## config.mk

```make
export PLATFORM = sky130hd
export DESIGN_NAME = seq_mult_ctrl
export DESIGN_NICKNAME = d
export VERILOG_FILES = /design/src/rtl/seq_mult_ctrl_pkg.sv /design/src/rtl/seq_mult_ctrl_add_unit.sv /design/src/rtl/seq_mult_ctrl.sv
export SDC_FILE = /design/constraint.sdc
export NUM_CORES = 1
export LEC_CHECK = 0
export BUFFER_PORTS_ARGS = -buffer_cell sky130_fd_sc_hd__buf_4
export CAP_MARGIN = 20
export CORE_AREA = 2 2 56 58
export CTS_BUF_LIST = sky130_fd_sc_hd__clkbuf_4
export CTS_CLUSTER_SIZE = 28
export DETAILED_ROUTE_END_ITERATION = 16
export DIE_AREA = 0 0 58 60
export PLACE_DENSITY_LB_ADDON = 0.08
export REMOVE_ABC_BUFFERS = 1
export SLEW_MARGIN = 20
export SYNTH_ARGS = -nofsm -noshare
export SYNTH_HDL_FRONTEND = slang
export SYNTH_SLANG_ARGS = --single-unit
```

## constraint.sdc

```tcl
create_clock -name clk -period 3.2 [get_ports clk]
set_clock_uncertainty 0.15 [all_clocks]
set_input_delay 0.48 -clock clk [delete_from_list [all_inputs] [get_ports clk]]
set_output_delay 0.48 -clock clk [all_outputs]
set_load 0.02 [all_outputs]
```

## src/rtl/seq_mult_ctrl_pkg.sv

```systemverilog
// Shared definitions for the sequential shift-and-add multiplier:
// controller state encoding, default operand widths and a sizing helper.
package mult_pkg;

    localparam int A_W_DEF = 3;
    localparam int B_W_DEF = 4;

    typedef enum logic [1:0] {
        IDLE = 2'd0,
        RUN  = 2'd1,
        DONE = 2'd2
    } state_t;

    // Iteration counter width; one spare bit so the last index never wraps.
    function automatic int cnt_width(input int iterations);
        return $clog2(iterations) + 1;
    endfunction

endpackage

```

## src/rtl/seq_mult_ctrl_add_unit.sv

```systemverilog
// Unsigned combinational adder shared by every shift-and-add iteration.
// The carry-out is dropped because the product width cannot overflow.
module add_unit #(
    parameter int P_W = 7
) (
    input  logic [P_W-1:0] x,
    input  logic [P_W-1:0] y,
    output logic [P_W-1:0] sum
);

    assign sum = x + y;

endmodule

```

## src/rtl/seq_mult_ctrl.sv

```systemverilog
// Sequential unsigned multiplier: one adder reused over A_W iterations,
// product held in a register until the next completion.
module seq_mult_ctrl
    import mult_pkg::*;
#(
    parameter  int A_W = A_W_DEF,
    parameter  int B_W = B_W_DEF,
    localparam int P_W = A_W + B_W
) (
    input  logic           clk,
    input  logic           rst_n,
    input  logic           start,
    input  logic [A_W-1:0] a,
    input  logic [B_W-1:0] b,
    output logic           busy,
    output logic           done,
    output logic [P_W-1:0] product
);

    localparam int             CNT_W    = cnt_width(A_W);
    localparam logic [CNT_W-1:0] LAST_CNT = CNT_W'(A_W - 1);

    state_t           state_r;
    logic [A_W-1:0]   mplier_r;
    logic [P_W-1:0]   mcand_r;
    logic [P_W-1:0]   acc_r;
    logic [CNT_W-1:0] count_r;
    logic [P_W-1:0]   product_r;
    logic [P_W-1:0]   sum_s;
    logic [P_W-1:0]   acc_next_s;

    add_unit #(
        .P_W (P_W)
    ) u_add (
        .x   (acc_r),
        .y   (mcand_r),
        .sum (sum_s)
    );

    // Partial-product accumulate: add the shifted multiplicand only when the current multiplier bit is set.
    always_comb begin
        acc_next_s = acc_r;
        if (mplier_r[0]) begin
            acc_next_s = sum_s;
        end else begin
            acc_next_s = acc_r;
        end
    end

    // Controller FSM and datapath registers.
    always_ff @(posedge clk or negedge rst_n) begin
        if (!rst_n) begin
            state_r   <= IDLE;
            mplier_r  <= {A_W{1'b0}};
            mcand_r   <= {P_W{1'b0}};
            acc_r     <= {P_W{1'b0}};
            count_r   <= {CNT_W{1'b0}};
            product_r <= {P_W{1'b0}};
        end else begin
            case (state_r)
                IDLE: begin
                    if (start) begin
                        mplier_r <= a;
                        mcand_r  <= {{A_W{1'b0}}, b};
                        acc_r    <= {P_W{1'b0}};
                        count_r  <= {CNT_W{1'b0}};
                        state_r  <= RUN;
                    end else begin
                        state_r  <= IDLE;
                    end
                end
                RUN: begin
                    acc_r    <= acc_next_s;
                    mcand_r  <= mcand_r << 1;
                    mplier_r <= mplier_r >> 1;
                    count_r  <= count_r + CNT_W'(1);
                    // The final iteration's add goes straight into the result register.
                    if (count_r == LAST_CNT) begin
                        product_r <= acc_next_s;
                        state_r   <= DONE;
                    end else begin
                        state_r   <= RUN;
                    end
                end
                DONE: begin
                    state_r <= IDLE;
                end
                default: begin
                    state_r <= IDLE;
                end
            endcase
        end
    end

    assign busy    = (state_r != IDLE);
    assign done    = (state_r == DONE);
    assign product = product_r;

endmodule
```

=== Word-level counts from Yosys, hierarchy flattened ===
Index checks and enable logic that the tools add are counted.

* Add/subtract/negate cells: 2
* Equality and inequality tests: 4
* Muxes and demuxes: 12
* Reduce and logical (&&, ||, !) cells: 5

{| class="wikitable"
|+ Operators with widths
! kind !! count
|-
| $pmux W7 S2 || 2
|-
| $mux W7 || 3
|-
| $pmux W3 S2 || 2
|-
| $add A7 B7 Y7 || 1
|-
| $mux W3 || 2
|-
| $pmux W2 S2 || 1
|-
| $reduce_and A2 Y1 || 2
|-
| $reduce_bool A2 Y1 || 2
|-
| $add A3 B1 Y3 const B || 1
|-
| $eq A3 B2 Y1 const B || 1
|-
| $eq A2 B1 Y1 const B || 1
|-
| $eq A2 B2 Y1 const B || 1
|-
| $logic_not A2 Y1 || 1
|-
| $mux W2 || 1
|-
| $ne A2 B2 Y1 const B || 1
|-
| $mux W1 || 1
|}

* Register bits after elaboration: 29
* Input port bits: 10
* Output and inout port bits: 9
* Logic and storage cells: 29

=== Longest topological paths before layout ===
Gate-level depths: netlist of the first run.

* Depth after elaboration: 3
* Depth in mapped cells: 8
* Mapped depth without buffers: 8

=== Modules after synthesis ===
From an unflattened synthesis of the first run, not the netlist that was laid out.

* Cell total of the unflattened synthesis: 160
* Area total of the unflattened synthesis: 1596.5 um2

{| class="wikitable"
|+ By module, submodules not included
! module !! instances !! cells each !! area an instance (um2) !! seq. area each (um2)
|-
| seq_mult_ctrl || 1 || 127 || 1326.3 || 725.7
|-
| add_unit || 1 || 33 || 270.3 || 0.0
|}

=== Worst setup path before layout of the first run ===
Ideal clock, no wire load.

* Kind: reg-to-reg
* Start: reg mcand_r[0]
* End: reg product_r[6] (netlist: product[6])
* Library setup time: 81 ps
* Arrival: 1858 ps
* Required time: 2969 ps
* Path slack: 1111 ps
* Cell stages (with the launch flop): 9
* Path buffers: 0
* Clock period less this slack: 2089 ps
* Cell sequence: dfrtp_1 ha_1 inv_1 fa_1 nor2b_4 o31ai_2 and4_4 or3b_1 a31oi_2

* Cells in the longest elaborated chain, start to end: 2

{| class="wikitable"
|+ Ends and longest elaborated chain
! element !! line !! text
|-
| from (decl) || seq_mult_ctrl.sv:25 || <nowiki>logic [P_W-1:0] mcand_r;</nowiki>
|-
| from (signal assigned) || seq_mult_ctrl.sv:55 || <nowiki>mcand_r <= {P_W{1'b0}};</nowiki>
|-
| from (signal assigned) || seq_mult_ctrl.sv:64 || <nowiki>mcand_r <= {{A_W{1'b0}}, b};</nowiki>
|-
| from (signal assigned) || seq_mult_ctrl.sv:74 || <nowiki>mcand_r <= mcand_r << 1;</nowiki>
|-
| $add A7 B7 Y7 || seq_mult_ctrl_add_unit.sv:11 || <nowiki>assign sum = x + y;</nowiki>
|-
| $mux W7 || seq_mult_ctrl.sv:43 || <nowiki>if (mplier_r[0]) begin</nowiki>
|-
| to (signal assigned) || seq_mult_ctrl.sv:58 || <nowiki>product_r <= {P_W{1'b0}};</nowiki>
|-
| to (signal assigned) || seq_mult_ctrl.sv:79 || <nowiki>product_r <= acc_next_s;</nowiki>
|-
| to (decl) || seq_mult_ctrl.sv:28 || <nowiki>logic [P_W-1:0] product_r;</nowiki>
|}

No other way between the ends.
A chain may end at the register's enable or synchronous reset.

=== Worst setup path after layout of the first run ===
* Start: reg state_r[0]
* End: reg product_r[1] (netlist: product[1])

* Cells in the longest elaborated chain, start to end: 2

{| class="wikitable"
|+ Ends and longest elaborated chain
! element !! line !! text
|-
| from (decl) || seq_mult_ctrl.sv:23 || <nowiki>state_t state_r;</nowiki>
|-
| from (signal assigned) || seq_mult_ctrl.sv:53 || <nowiki>state_r <= IDLE;</nowiki>
|-
| from (signal assigned) || seq_mult_ctrl.sv:67 || <nowiki>state_r <= RUN;</nowiki>
|-
| from (signal assigned) || seq_mult_ctrl.sv:69 || <nowiki>state_r <= IDLE;</nowiki>
|-
| $eq A2 B1 Y1 || seq_mult_ctrl.sv:60 || <nowiki>case (state_r)</nowiki>
|-
| $reduce_and A2 Y1 (no line) || n/a ||
|}

No other way between the ends.

==> impl_metrics.csv, run 1 <==
group,metric,value,unit
placement,gp_congestion,0.833,
route,drc,0,
critical_path,crit_cells,4,
route,wirelength,3230,µm
clocking,cts-buffers-inserted,5,
critical_path,cp_max_fo,17,
route,ant_nets,0,
critical_path,crit_family,"flip-flops",
clocking,cts_sinks,29,
sta,relSlewSlack,0.599,
critical_path,required,3260,ps
route,vias,1284,
route,avgViaCountPerCell,5.86,
die,pin_count,19,
placement,place_area,0.00174,mm²
yosys,synth.avg_cell_area,9.57,µm²
yosys,synth_top_family_by_area,"compound AO/OA/AOI/OAI gates",
power_and_ir_drop,p_switching,723,µW
critical_path,cp.buffers_inverters,1,
finish,drive_above_1_share,0.188,
power_and_ir_drop,switching_share,0.432,
power_and_ir_drop,seqPwrFrac,0.410,
yosys,synth.ff_latch_count,29,
sta,finalHoldViolCount,0,
critical_path,reg2reg_depth,4,
clocking,clk_pin_slew_worst_paths,90,ps
global_route,grt_antenna_before_repair,0,
critical_path,slowest_stage,"dfrtp_1",
critical_path,crit_path_end_kind,"flip-flop",
finish,antenna_cells,0,
critical_path,worstSetupStartpointType,"flip-flop",
sta,fin_tns_setup,0,ps
global_route,grt_max_degree,30,
sta,max_freq,0.454,GHz
die,fp.dieH,60,µm
power_and_ir_drop,p_leak,0.828,nW
placement,post-place-ws,977,ps
die,fp.dieW,58,µm
route,firstDrtPassIters,4,
run_status,status,"finished, final reports clean",
clocking,clockRootBuffer,"clkbuf_4",
clocking,cts_resized,0,
sta,worst_slew_pin_slew,602,ps
power_and_ir_drop,vdd_drop_max,0.595,mV
finish,multi_input_area,785,µm²
yosys,synthXorXnorAreaFrac,0.00551,
finish,final_util,0.619,
finish,ff_latch_area,726,µm²
power_and_ir_drop,p_int,950,µW
power_and_ir_drop,p_total,1.67,mW
run,cap_violations,0,
power_and_ir_drop,power.density,932,mW/mm²
yosys,synth.area.mux_share,0.0142,
route,wl_per_cell,14.8,µm
route,drtIter0Drc,22,
critical_path,worstPathCellList,"inv_2 > nor2_1 > and3_1 > mux2_2",
sta,slew_viol_final,0,
clocking,clock_latency,320,ps
die,die-area,0.00348,mm²
sta,rsz0062_at_grt,"no",
critical_path,crit_path_max_incr_delay,730,ps
clocking,cts_tree,"done",
clocking,htreeDepth,2,
critical_path,timing.reg2reg.setup_slack,1000,ps
power_and_ir_drop,p_comb_frac,0.468,
yosys,synth_cells,166,
global_route,track_usage,0.219,
finish,final_cell_mix,"dfrtp_1, nand2_1, buf_4, o21ai_0, nor2_1",
finish,final_common_cell,"dfrtp_1",
yosys,syn_area,0.00159,mm²
hold_path,whs_path_depth,2,
placement,io_buffers,18,
clocking,post_cts_buffers,0,
global_route,grt.overflow.total,0,
global_route,grt_pass1_vias,1286,
hold_path,min_path_type,"in -> reg",
global_route,grt_pass1_wl,5690,µm
finish,fillers,248,
yosys,synth_edf_count,0,
yosys,synth_compound_area_frac,0.228,
critical_path,crit_arrival,2260,ps
die,start_util,0.547,
sta,fin_crit_sh,0.689,
die,core,0.00290,mm²
power_and_ir_drop,clkPwrFrac,0.122,
yosys,synth_fa_ha_area_frac,0.0756,
critical_path,crit_type,"reg -> reg",
yosys,yosysTopAreaCellShare,0.457,
yosys,synthFlopType,"dfrtp_1",
yosys,ys.warnings.count,0,
finish,fin_area,0.00180,mm²
yosys,yosys.area_share.simple,0.170,
yosys,synth_largest_area_cell,"dfrtp_1",
yosys,ys_seq_area_frac,0.457,
yosys,synth-async-reset-ratio,1.00,
sta,finalSetupViolCount,0,
die,fp-row-count,20,
sta,finalCriticalPeriod,2200,ps
finish,area_growth,13.0,%
finish,nNetsFinal,204,
clocking,cts_buffer_depth,2,
yosys,synth_area_leaders,"dfrtp_1, ha_1, o21ai_0",
placement,dpl.hpwl,2310,µm
sta,worst_slack,996,ps
clocking,ctsHoldBuffers,1,
yosys,synth.distinct_cells,39,
## sequential cells by signal (all words and copies together) (netlist names)
name      flops
acc_r         7
mcand_r       7
product       7
count_r       3
mplier_r      3
state_r       2
## layout make-up
type,instances,share of cell area
multi-input combinational,119,0.437
sequential,29,0.404
timing repair buffer,21,0.0892
tap,33,0.0230
clock buffer,5,0.0209
inverter,9,0.0188
clock inverter,3,0.00697
## worst reg2reg max path, delay by kind of cell, from the launching register on
kind          cells  cell delay, ps
flops             1             730
simple gates      2             660
mux               1             380
buf+inv           1             180
## per-layer routing
| layer | global-route usage | wire, µm | vias to the layer above | share of wire |
|---|---|---|---|---|
| met1 | 0.278 | 1520 | 618 | 0.47 |
| met4 | 0.0930 | 77 | 0 | 0.024 |
| met5 | 0 | 0 | - | 0 |
| li1 | - | - | 636 | - |
| met2 | 0.349 | 1530 | 23 | 0.47 |
| met3 | 0.0628 | 113 | 7 | 0.035 |
## through the flow
step / hold WS, ps / cells
floorplan: 34.4 / 157
global placement: 270 / 210
detailed placement: 279 / 210
CTS: 243 / 219
global route: 240 / 219
finish: 253 / 219
## final timing paths
path	startpoint	to
max in group asynchronous	rst_n	mplier_r[1]
worst min-delay path	b[0]	mcand_r[0]
worst max-delay path	state_r[0]	product[1]
worst min register to register	mplier_r[1]	mplier_r[1]
min in group asynchronous	rst_n	acc_r[2]
worst max register to register	state_r[0]	product[1]
## power by group through the flow
| stage | clock [mW] | combinational, mW | sequential [mW] |
|---|---|---|---|
| 3_5_place_dp | 0 | 0.787 | 0.694 |
| 4_1_cts | 0.213 | 0.791 | 0.688 |
| 3_3_place_gp | 0 | 0.769 | 0.686 |
| 6_report | 0.203 | 0.784 | 0.686 |
| 5_1_grt | 0.226 | 0.883 | 0.712 |
| 2_1_floorplan | 0 | 0.501 | 0.702 |
## cell families (layout without fill, tap and decap cells)
| family | after synthesis | after routing |
|---|---|---|
| compound gates | 54 | 54 |
| simple gates | 53 | 53 |
| flops | 29 | 29 |
| buf+inv | 18 | 38 |
| fa+ha+maj | 9 | 9 |
| mux | 2 | 2 |
| xor+xnor | 1 | 1 |
## synthesized netlist by cell type, types with 2 or more instances
| master | instances |
|---|---|
| dfrtp_1 | 29 |
| nand2_1 | 21 |
| o21ai_0 | 18 |
| nor2_1 | 13 |
| ha_1 | 8 |
| inv_1 | 8 |
| a21oi_1 | 7 |
| a22o_1 | 7 |
| a31oi_1 | 6 |
| nand2b_1 | 6 |
| and3_1 | 4 |
| clkbuf_1 | 4 |
| a22oi_1 | 3 |
| buf_2 | 3 |
| buf_4 | 2 |
| mux2_2 | 2 |
| o221ai_1 | 2 |
| o22ai_1 | 2 |
Power figures use the tool's default switching activity.
==> inputs of run 2 (changes only) <==
--- a/config.mk
+++ b/config.mk
@@ -7,11 +7,11 @@
 export LEC_CHECK = 0
 export BUFFER_PORTS_ARGS = -buffer_cell sky130_fd_sc_hd__buf_4
 export CAP_MARGIN = 20
-export CORE_AREA = 2 2 56 58
+export CORE_AREA = 2 2 58 60
 export CTS_BUF_LIST = sky130_fd_sc_hd__clkbuf_4
 export CTS_CLUSTER_SIZE = 28
 export DETAILED_ROUTE_END_ITERATION = 16
-export DIE_AREA = 0 0 58 60
+export DIE_AREA = 0 0 60 62
 export PLACE_DENSITY_LB_ADDON = 0.08
 export REMOVE_ABC_BUFFERS = 1
 export SLEW_MARGIN = 20
==> constraint.sdc (replaced) <==
create_clock -name clk -period 1.9 [get_ports clk]
set_clock_uncertainty 0.15 [all_clocks]
set_input_delay 0.285 -clock clk [delete_from_list [all_inputs] [get_ports clk]]
set_output_delay 0.285 -clock clk [all_outputs]
set_load 0.02 [all_outputs]
==> impl_metrics.csv, run 2 (same netlist as run 1, synthesis figures left out) <==
group,metric,value,unit
clocking,htreeDepth,2,
die,core,0.00318,mm²
clocking,cts_sinks,29,
global_route,grt_pass1_vias,1287,
finish,ff_latch_area,726,µm²
die,pin_count,19,
placement,io_buffers,18,
power_and_ir_drop,p_total,3.32,mW
sta,finalSetupViolCount,7,
finish,antenna_cells,0,
die,die-area,0.00372,mm²
critical_path,reg2reg_from,"acc_r[0]",
power_and_ir_drop,power.density,1590,mW/mm²
clocking,clk_pin_slew_worst_paths,90,ps
run_status,status,"finished, violations left",
critical_path,startpoint,"acc_r[0]",
critical_path,crit_path_end_kind,"flip-flop",
sta,worst_slack,-171,ps
sta,slew_viol_final,0,
finish,multi_input_area,883,µm²
placement,dpl.hpwl,2500,µm
clocking,clock_latency,330,ps
hold_path,min_path_type,"in -> reg",
finish,nNetsFinal,228,
die,fp.dieW,60,µm
route,vias,1371,
hold_path,holdCritStartpoint,"b[0]",
clocking,cts-buffers-inserted,5,
clocking,clockRootBuffer,"clkbuf_4",
critical_path,reg2reg_depth,8,
sta,relSlewSlack,0.749,
sta,holdWs,51.6,ps
power_and_ir_drop,p_leak,0.965,nW
finish,final_cell_mix,"buf_4, dfrtp_1, nand2_1, nor2_1, o21ai_0",
critical_path,slowest_stage,"dfrtp_1",
route,wl_per_cell,14.5,µm
sta,fin_tns_setup,-832,ps
sta,fin_crit_sh,1.09,
sta,max_freq,0.483,GHz
critical_path,required,2010,ps
critical_path,crit_path_max_incr_delay,370,ps
die,fp-row-count,21,
sta,finalHoldViolCount,0,
run_status,violations,"setup timing",
global_route,grt_pass1_wl,5780,µm
placement,gp_congestion,0.771,
critical_path,crit_arrival,2180,ps
finish,area_growth,31.8,%
clocking,cts_buffer_depth,2,
route,ant_nets,0,
route,avgViaCountPerCell,5.36,
route,drtIter0Drc,42,
critical_path,worstSetupStartpointType,"flip-flop",
sta,worst_slew_pin_slew,376,ps
global_route,grt_antenna_before_repair,0,
clocking,cts_tree,"done",
finish,fin_cells,256,
global_route,grt.overflow.total,0,
power_and_ir_drop,vdd_drop_max,0.757,mV
global_route,grt_max_degree,30,
placement,dpl.cell_count,245,
sta,finalCriticalPeriod,2070,ps
finish,drive_above_1_share,0.362,
run,cap_violations,0,
route,drc,0,
critical_path,crit_type,"reg -> reg",
finish,fillers,273,
die,start_util,0.500,
critical_path,worstPathCellList,"ha_2 > inv_2 > fa_2 > nor2b_4 > o31ai_2 > and4_4 > or3b_1 > a31oi_2",
hold_path,whs_path_depth,2,
global_route,track_usage,0.216,
finish,final_common_cell,"buf_4",
placement,post-place-ws,-229,ps
route,firstDrtPassIters,4,
die,fp.dieH,62,µm
sta,rsz0062_at_grt,"yes",
route,wirelength,3700,µm
critical_path,cp_max_fo,2,
[run 2: changes by cell type in the layout (fill, tap and decap cells not counted), moves of 2 or more]
| cell | before | now |
|---|---|---|
| ha_4 | 0 | 2 |
| ha_2 | 0 | 2 |
| o21ai_2 | 0 | 3 |
| ha_1 | 8 | 4 |
| o21ai_0 | 17 | 12 |
| buf_4 | 20 | 43 |
| o21ai_1 | 1 | 3 |
[run 2: area by class of cell]
class,instances,share of cell area
Multi-Input combinational cell,119,0.422
Sequential cell,29,0.346
Timing Repair Buffer,45,0.164
Tap cell,46,0.0275
Clock buffer,5,0.0179
Inverter,9,0.0161
Clock inverter,3,0.00597
[run 2: path summary, 6_finish.rpt]
path	endpoint	slack, ps
min reg2reg	count_r[2]	370
min in group asynchronous	product[3]	260
max reg2reg	product[6]	-170
max in group asynchronous	acc_r[0]	1060
min	mcand_r[0]	50
max	product[6]	-170
[run 2: power breakdown]
part	internal [mW]	switching, mW
Sequential	0.878	0.192
Combinational	0.910	0.987
Clock	0.133	0.223
[run 2: through the flow]
stage / utilization / instance area [µm²]
6_report: 0.659 / 2090
5_1_grt: 0.659 / 2090
4_1_cts: 0.645 / 2050
3_5_place_dp: 0.603 / 1920
3_3_place_gp: 0.603 / 1920
2_1_floorplan: - / 1540
[run 2: repair_timing]
item,4_1_cts,5_1_grt
gates resized for setup,13,12
setup buffers,1,1
hold buffers,1,0
hold endpoints to repair,29,0
endpoints found under the setup margin,6,8
pin swaps,3,7
[run 2: critical path: cells and delay by family (launching register included)]
kind,cells,cell delay [ps]
buffers and inverters,1,40
and+or+nand+nor,3,660
DFF,1,370
adders and majority gates,2,550
AOI/OAI and AO/OA,2,220
[run 2: per-layer routing]
layer	vias to the layer above	part of all wire	GRT usage
met5	-	0	0
met4	0	0.023	0.0857
met3	7	0.041	0.0621
met2	32	0.48	0.351
met1	651	0.46	0.272
li1	681	-	-
==> inputs of run 3 (changes only) <==
--- a/config.mk
+++ b/config.mk
@@ -5,13 +5,13 @@
 export SDC_FILE = /design/constraint.sdc
 export NUM_CORES = 1
 export LEC_CHECK = 0
-export BUFFER_PORTS_ARGS = -buffer_cell sky130_fd_sc_hd__buf_4
 export CAP_MARGIN = 20
-export CORE_AREA = 2 2 58 60
+export CORE_AREA = 2 2 56 58
 export CTS_BUF_LIST = sky130_fd_sc_hd__clkbuf_4
 export CTS_CLUSTER_SIZE = 28
 export DETAILED_ROUTE_END_ITERATION = 16
-export DIE_AREA = 0 0 60 62
+export DIE_AREA = 0 0 58 60
+export DONT_BUFFER_PORTS = 1
 export PLACE_DENSITY_LB_ADDON = 0.08
 export REMOVE_ABC_BUFFERS = 1
 export SLEW_MARGIN = 20
==> impl_metrics.csv, run 3 (same netlist as run 1, synthesis figures left out) <==
group,metric,value,unit
power_and_ir_drop,clkPwrFrac,0.110,
power_and_ir_drop,seqPwrFrac,0.370,
route,drtIter0Drc,46,
route,vias,1374,
critical_path,worstPathCellList,"ha_2 > inv_2 > fa_2 > nor2b_4 > o31ai_2 > and4_4 > or3b_1 > a31oi_2",
route,avgViaCountPerCell,6.00,
clocking,cts_sinks,29,
run_status,status,"finished, violations left",
finish,area_growth,23.4,%
die,die-area,0.00348,mm²
critical_path,crit_arrival,2200,ps
critical_path,slowest_stage,"dfrtp_1",
route,firstDrtPassIters,4,
power_and_ir_drop,power.density,1610,mW/mm²
die,fp.dieW,58,µm
route,wl_met2,1840,µm
global_route,grt_antenna_before_repair,0,
route,ant_nets,0,
finish,final_cell_mix,"dfrtp_1, buf_4, nand2_1, nor2_1, o21ai_0",
critical_path,crit_path_max_incr_delay,370,ps
power_and_ir_drop,vdd_drop_max,1.07,mV
clocking,clk_pin_slew_worst_paths,80,ps
clocking,cts_tree,"done",
sta,worst_slack,-197,ps
die,fp-row-count,20,
die,pin_count,19,
global_route,grt_max_degree,30,
global_route,grt_pass1_vias,1403,
finish,antenna_cells,0,
run,cap_violations,0,
sta,finalSetupViolCount,6,
global_route,track_usage,0.251,
sta,rsz0062_at_grt,"yes",
hold_path,min_path_type,"in -> reg",
sta,max_freq,0.477,GHz
power_and_ir_drop,p_leak,0.889,nW
global_route,grt.overflow.total,0,
sta,finalCriticalPeriod,2100,ps
critical_path,worstSetupStartpointType,"flip-flop",
run_status,violations,"setup timing",
placement,post-place-ws,-295,ps
placement,io_buffers,0,
die,fp.dieH,60,µm
power_and_ir_drop,p_comb_frac,0.520,
critical_path,cp_max_fo,2,
sta,finalHoldViolCount,0,
placement,dpl.hpwl,2630,µm
placement,gp_congestion,0.863,
route,drc,0,
critical_path,crit_path_end_kind,"flip-flop",
global_route,grt_pass1_wl,6300,µm
clocking,clock_latency,330,ps
finish,nNetsFinal,214,
die,start_util,0.547,
route,dr.max_layer_used,"met4",
finish,final_common_cell,"dfrtp_1",
finish,drive_above_1_share,0.286,
route,wl_met1,1630,µm
sta,fin_crit_sh,1.10,
power_and_ir_drop,p_switching,1.36,mW
clocking,cts-buffers-inserted,5,
route,wl_per_cell,16.2,µm
sta,fin_tns_setup,-648,ps
clocking,clockRootBuffer,"clkbuf_4",
die,core,0.00290,mm²
route,wl_met3,172,µm
clocking,cts_buffer_depth,2,
clocking,htreeDepth,2,
sta,slew_viol_final,0,
power_and_ir_drop,p_int,1.80,mW
finish,fillers,246,
critical_path,crit_type,"reg -> reg",
critical_path,required,2010,ps
route,wirelength,3720,µm
power_and_ir_drop,switching_share,0.429,
sta,worst_slew_pin_slew,374,ps
sta,relSlewSlack,0.750,
==> run 3: metal layers <==
| layer | vias to the layer above | GRT usage |
|---|---|---|
| li1 | 656 | - |
| met1 | 672 | 0.302 |
| met2 | 38 | 0.417 |
| met3 | 8 | 0.0714 |
| met4 | 0 | 0.120 |
| met5 | - | 0 |
==> run 3: power by group through the flow <==
| stage | clock [mW] | combinational (mW) | sequential [mW] |
|---|---|---|---|
| after floorplan | 0 | 0.843 | 1.18 |
| after global placement | 0 | 1.42 | 1.16 |
| after detailed placement | 0 | 1.47 | 1.17 |
| after CTS | 0.360 | 1.57 | 1.17 |
| after global routing | 0.381 | 1.84 | 1.20 |
| final | 0.348 | 1.64 | 1.17 |
==> run 3: path summary, 6_finish.rpt <==
kind                        startpoint           to  slack, ps  cells past startpoint
setup / recovery            mcand_r[0]   product[6]       -200                      8
hold / removal                    b[3]   mcand_r[3]         20                      2
setup reg to reg            mcand_r[0]   product[6]       -200                      8
hold reg to reg            mplier_r[1]  mplier_r[1]        350                      2
max in group asynchronous        rst_n     acc_r[6]       1190                      2
min in group asynchronous        rst_n   mcand_r[5]        250                      2
==> run 3: critical path, delay by kind of cell (launching register included) <==
kind | cells | cell delay [ps]
buffers and inverters | 1 | 40
AND/OR/NAND/NOR | 3 | 680
AO/OA/AOI/OAI | 2 | 240
flip-flops | 1 | 370
adder cells (fa/ha/maj) | 2 | 560
==> run 3: what timing repair did <==
item                                   CTS  global route
buffers inserted                         0             1
endpoints found under the hold margin   30             0
hold buffers                             3             0
pin swaps                                5             2
setup endpoints to repair                6             8
gates resized for setup                 13             6
==> run 3: cell type report <==
class	count	area (µm²)	area share
multi-input cells	119	860	0.438
flip-flops and latches	29	726	0.370
repair buffers	31	250	0.128
well taps	33	41.3	0.0211
clock buffers	5	37.5	0.0191
inverters	9	33.8	0.0172
clock inverters	3	12.5	0.00638
==> run 3: stage by stage <==
stage	total power, mW	hold slack, ps	util	cells	area (µm²)
3_5_place_dp	2.64	-160	0.616	217	1790
6_report	3.16	21.6	0.675	229	1960
2_1_floorplan	2.03	-161	-	157	1540
3_3_place_gp	2.58	-160	0.616	217	1790
4_1_cts	3.09	10.1	0.663	228	1920
5_1_grt	3.43	35.4	0.675	229	1960
